### src/rtl/spi_ram_ctrl.sv
// rtl/spi_ram_ctrl.sv - command-driven single-port RAM controller behind the SPI slave
module spi_ram_ctrl #(
  parameter int MEM_DEPTH = 256,
  parameter int ADDR_SIZE = 8,
  parameter bit AUTO_INC  = 1'b1
) (
  input  logic       clk,
  input  logic       rst,
  input  logic [9:0] din,
  input  logic       rx_valid,
  output logic [7:0] dout,
  output logic       tx_valid,
  output logic       err
);

  typedef enum logic [1:0] {
    CMD_WR_ADDR = 2'b00,
    CMD_WR_DATA = 2'b01,
    CMD_RD_ADDR = 2'b10,
    CMD_RD_DATA = 2'b11
  } cmd_e;

  localparam logic [8:0]           DEPTH = 9'(MEM_DEPTH);
  localparam logic [ADDR_SIZE-1:0] LAST  = ADDR_SIZE'(MEM_DEPTH - 1);

  logic [7:0] mem [MEM_DEPTH];

  logic [ADDR_SIZE-1:0] wr_ptr_q, wr_ptr_d;
  logic [ADDR_SIZE-1:0] rd_ptr_q, rd_ptr_d;
  logic                 wr_set_q, wr_set_d;
  logic                 rd_set_q, rd_set_d;
  logic [7:0]           dout_q, dout_d;
  logic                 tx_valid_q, tx_valid_d;
  logic                 err_q, err_d;
  logic                 mem_we;
  cmd_e                 cmd;
  logic                 in_range;
  logic [ADDR_SIZE-1:0] addr_in;

  function automatic logic [ADDR_SIZE-1:0] next_ptr(input logic [ADDR_SIZE-1:0] p);
    if (!AUTO_INC) return p;
    return (p == LAST) ? '0 : p + 1'b1;
  endfunction

  assign cmd      = cmd_e'(din[9:8]);
  assign in_range = {1'b0, din[7:0]} < DEPTH;
  assign addr_in  = ADDR_SIZE'(din[7:0]);

  always_comb begin
    wr_ptr_d   = wr_ptr_q;
    rd_ptr_d   = rd_ptr_q;
    wr_set_d   = wr_set_q;
    rd_set_d   = rd_set_q;
    dout_d     = dout_q;
    tx_valid_d = 1'b0;
    err_d      = 1'b0;
    mem_we     = 1'b0;
    if (rx_valid) begin
      unique case (cmd)
        CMD_WR_ADDR: begin
          if (in_range) begin
            wr_ptr_d = addr_in;
            wr_set_d = 1'b1;
          end else begin
            err_d = 1'b1;
          end
        end
        CMD_WR_DATA: begin
          if (wr_set_q) begin
            mem_we   = !rst;
            wr_ptr_d = next_ptr(wr_ptr_q);
          end else begin
            err_d = 1'b1;
          end
        end
        CMD_RD_ADDR: begin
          if (in_range) begin
            rd_ptr_d = addr_in;
            rd_set_d = 1'b1;
          end else begin
            err_d = 1'b1;
          end
        end
        CMD_RD_DATA: begin
          if (rd_set_q) begin
            dout_d     = mem[rd_ptr_q];
            tx_valid_d = 1'b1;
            rd_ptr_d   = next_ptr(rd_ptr_q);
          end else begin
            err_d = 1'b1;
          end
        end
        default: err_d = 1'b1;
      endcase
    end
  end

  // Array has no reset so contents survive rst and map onto block RAM.
  always_ff @(posedge clk) begin
    if (mem_we) mem[wr_ptr_q] <= din[7:0];
  end

  always_ff @(posedge clk or posedge rst) begin
    if (rst) begin
      wr_ptr_q   <= '0;
      rd_ptr_q   <= '0;
      wr_set_q   <= 1'b0;
      rd_set_q   <= 1'b0;
      dout_q     <= '0;
      tx_valid_q <= 1'b0;
      err_q      <= 1'b0;
    end else begin
      wr_ptr_q   <= wr_ptr_d;
      rd_ptr_q   <= rd_ptr_d;
      wr_set_q   <= wr_set_d;
      rd_set_q   <= rd_set_d;
      dout_q     <= dout_d;
      tx_valid_q <= tx_valid_d;
      err_q      <= err_d;
    end
  end

  assign dout     = dout_q;
  assign tx_valid = tx_valid_q;
  assign err      = err_q;

endmodule
### config.mk
export PLATFORM = sky130hd
export DESIGN_NAME = spi_ram_ctrl
export DESIGN_NICKNAME = d
export VERILOG_FILES = /design/src/rtl/spi_ram_ctrl.sv
export SDC_FILE = /design/constraint.sdc
export NUM_CORES = 2
export LEC_CHECK = 0
export ABC_AREA = 1
export BUFFER_PORTS_ARGS = -buffer_cell sky130_fd_sc_hd__buf_2
export CORE_MARGIN = 2
export CORE_UTILIZATION = 35
export DETAILED_ROUTE_END_ITERATION = 10
export GPL_TIMING_DRIVEN = 0
export PLACE_DENSITY = 0.5
export SYNTH_ARGS = -nofsm -noshare
export SYNTH_HDL_FRONTEND = slang
export SYNTH_SLANG_ARGS = --single-unit
### constraint.sdc
create_clock -name clk -period 2.2 [get_ports clk]
set_input_delay 0.22 -clock clk [delete_from_list [all_inputs] [get_ports clk]]
set_output_delay 0.22 -clock clk [all_outputs]
set_load 0.02 [all_outputs]
==> run_results.csv <==
group,metric,value,unit
logic_synthesis,yosysWarnings,0,
cts,cts_tree,"yes",
placed_design,place_ws,-2.60,ns
worst_setup_path,reg2regPathDepth,10,
placed_design,dp.cells,10948,
logic_synthesis,yosysSeqAreaShare,71.8,%
timing,setup_viol,2058,
power,comb_power_share,22.5,%
power,power_density,914,nW/um2
final_layout,stdcell_count,11819,
worst_setup_path,reg2reg_slack,-0.65,ns
floorplan,dieHeight,502,um
floorplan,start_util,35.2,%
worst_setup_path,cp-start-kind,"register",
drt,vias,66592,
logic_synthesis,synth.largest_area_cell,"edfxtp_1",
logic_synthesis,yosys.area.top_type_share,70.9,%
power,switching_power,33.4,mW
timing,drv_slew,0,
final_layout,final_cell_mix,"2238 x nand2_1, 2048 x edfxtp_1, 1077 x nand3_1",
cts,clkLatencyLatePin,0.90,ns
timing,finClkSkew,0.0326,ns
timing,max_freq,351,MHz
final_layout,final_util,46.0,%
worst_setup_path,required,2.98,ns
cts,htree_levels,4,
power,seqPwrFrac,42.2,%
drt,ant_nets,0,
final_layout,nets,8333,
cts,clock-sinks,2076,
timing,maxSlewHeadroom,0.511,%
power,clkPwrFrac,35.3,%
worst_setup_path,cp_cell_sequence,"clkinv_2 -> clkbuf_4 -> buf_2 -> nand3_2 -> nand3_1 -> nand3_1 -> nand3_2 -> nand3_4 -> nand3_4 -> nand2_2",
drt,drt_wl_total,387000,um
worst_setup_path,r2r-start,"rd_ptr_q[3]",
timing,fin_crit,2.85,ns
placed_design,portBuffers,22,
worst_setup_path,slowest_delay,0.53,ns
cts,cts_buffers,217,
timing,rsz0062_at_grt,"yes",
floorplan,ios,23,
floorplan,dieWidth,502,um
timing,final_hold_viol_count,0,
drt,viasPerCell,5.63,
worst_setup_path,endpoint_kind,"register",
worst_setup_path,path_class,"reg -> reg",
timing,worst_pin_slew,1.48,ns
global_route,grt_overflow,0,
run_status,failed_checks,"max-capacitance violations, negative setup slack",
power,p_int,70.1,mW
cts,cts.clk_slew.worst_paths,0.06,ns
cts,clockBufferDepth,3,
power,irDropWorstVdd,1000,uV
logic_synthesis,synth-seq-cells,2076,
logic_synthesis,syn_inst,7597,
timing,period_share,130,%
run_status,status,"finished, violations left",
drt,drtIter0Drc,10791,
logic_synthesis,synth_cell_types,34,
drt,first_pass_iters,9,
floorplan,rows,182,
logic_synthesis,synthesis.area,86700,um2
placed_design,gp_congestion,1.05,
drt,drc,0,
floorplan,core_region_area,246000,um2
worst_setup_path,slowest_stage,"dfrtp_2",
placed_design,hpwl,257000,um
floorplan,die_area,252000,um2
global_route,grt_pass1_wl,508000,um
cts,root_buffer,"clkbuf_16",
global_route,antenna_found_initial,18,
global_route,grt_usage,29.7,%
final_layout,synthToLayoutAreaGrowth,30.8,%
power,p_leak,41.3,nW
run,max_cap_violations,1,
global_route,grt_pass1_vias,59874,
worst_setup_path,r2r_end,"dout[2]",
final_layout,drive_above_1_share,23.2,%
worst_setup_path,path_max_fanout,10,
worst_setup_path,crit_arrival,3.63,ns
drt,wl_per_cell,32.8,um
timing,setup_slack,-0.650,ns
hold_path,holdCritPathClass,"in -> async",
timing,final.setup.tns,-502.63,ns
logic_synthesis,syn-mean-instance-area,11.4,um2
power,switching_share,32.3,%
logic_synthesis,synthTopCellsByArea,"edfxtp_1 71%, nand2_1 10%, nand3_1 8.1%",
final_layout,mostFrequentLayoutCell,"nand2_1",
global_route,grt_max_degree,143,
logic_synthesis,synth_nets,7615,
## registers in the layout (all words and copies together), names as in the netlist
name      flops
rd_ptr_q      8
wr_ptr_q      8
tx_valid      1
rd_set_q      1
wr_set_q      1
err           1
dout          8
mem        2048
## power by group through the flow
stage / clock network [mW] / logic [mW] / registers, mW
3_3_place_gp: 0 / 17.8 / 44.6
2_1_floorplan: 0 / 8.43 / 44.5
5_1_grt: 38.1 / 23.5 / 43.7
4_1_cts: 36.6 / 21.1 / 43.6
6_report: 36.6 / 23.3 / 43.7
3_5_place_dp: 0 / 18.0 / 44.5
## routing by layer
| metal | wire (um) | GRT usage [%] |
|---|---|---|
| met2 | 162000 | 42.6 |
| met5 | 317 | 0 |
| met4 | 29900 | 18.2 |
| met1 | 145000 | 39.1 |
| met3 | 50000 | 9.26 |
## stage by stage
step | power, mW | area (um2) | hold slack (ns)
final | 104 | 113000 | 0.0704
after global routing | 105 | 113000 | 0.106
after CTS | 101 | 107000 | 0.0524
after detailed placement | 62.5 | 91400 | 0.461
after global placement | 62.4 | 90900 | 0.451
after floorplan | 52.9 | 86700 | 0.285
## kinds of logic after synthesis
logic type      after synthesis  synth area share, %
compound gates              302                 2.02
fa+ha+maj                     5               0.0722
buf+inv                     866                 4.77
flops                      2076                 71.8
simple gates               4348                 21.4
## repair_timing
item,CTS,global route
setup endpoints to repair,2063,2062
cloned,22,10
pin swaps,136,310
setup buffers,166,251
endpoints found under the hold margin,660,0
gates resized for setup,1595,520
hold buffers,18,0
## layout make-up
cell class / count / area, um2
diodes: 6 / 15.0
plain buffers: 485 / 5170
clock buffers: 274 / 5730
clock inverters: 131 / 1160
fillers: 22016 / 133000
inverters: 378 / 1450
multi-input cells: 4655 / 25300
flip-flops and latches: 2076 / 62200
well taps: 3312 / 4140
repair buffers: 502 / 8220
## worst max-delay path, delay by kind of cell, from the launching register on
kind,cells,cell delay (ns)
buffers and inverters,3,1.09
and+or+nand+nor,7,1.09
DFF,1,0.53
## synth_stat cells, drive strengths merged
cell type  instances
nand2           2337
edfxtp          2048
nand3           1395
nor2             382
buf              377
inv              373
nor3             172
clkbuf           111
o21ai            110
a21oi             95
o211ai            81
or2               60
dfrtp             28
a31oi              9
clkinv             5
ha                 5
a22oi              4
a2bb2oi            1
a32o               1
nand4              1
nor4               1
o32ai              1
## how the worst max path moves through the flow
stage | to | start | cells past startpoint
2_1_floorplan | mem[102][0] | din[8] | 9
5_1_grt | dout[2] | rd_ptr_q[0] | 16
6_report | dout[2] | rd_ptr_q[3] | 10
3_5_place_dp | mem[58][4] | din[8] | 10
3_3_place_gp | mem[225][3] | din[3] | 1
4_1_cts | dout[4] | rd_ptr_q[0] | 14
Note: power is estimated with default switching activity, not from simulation.
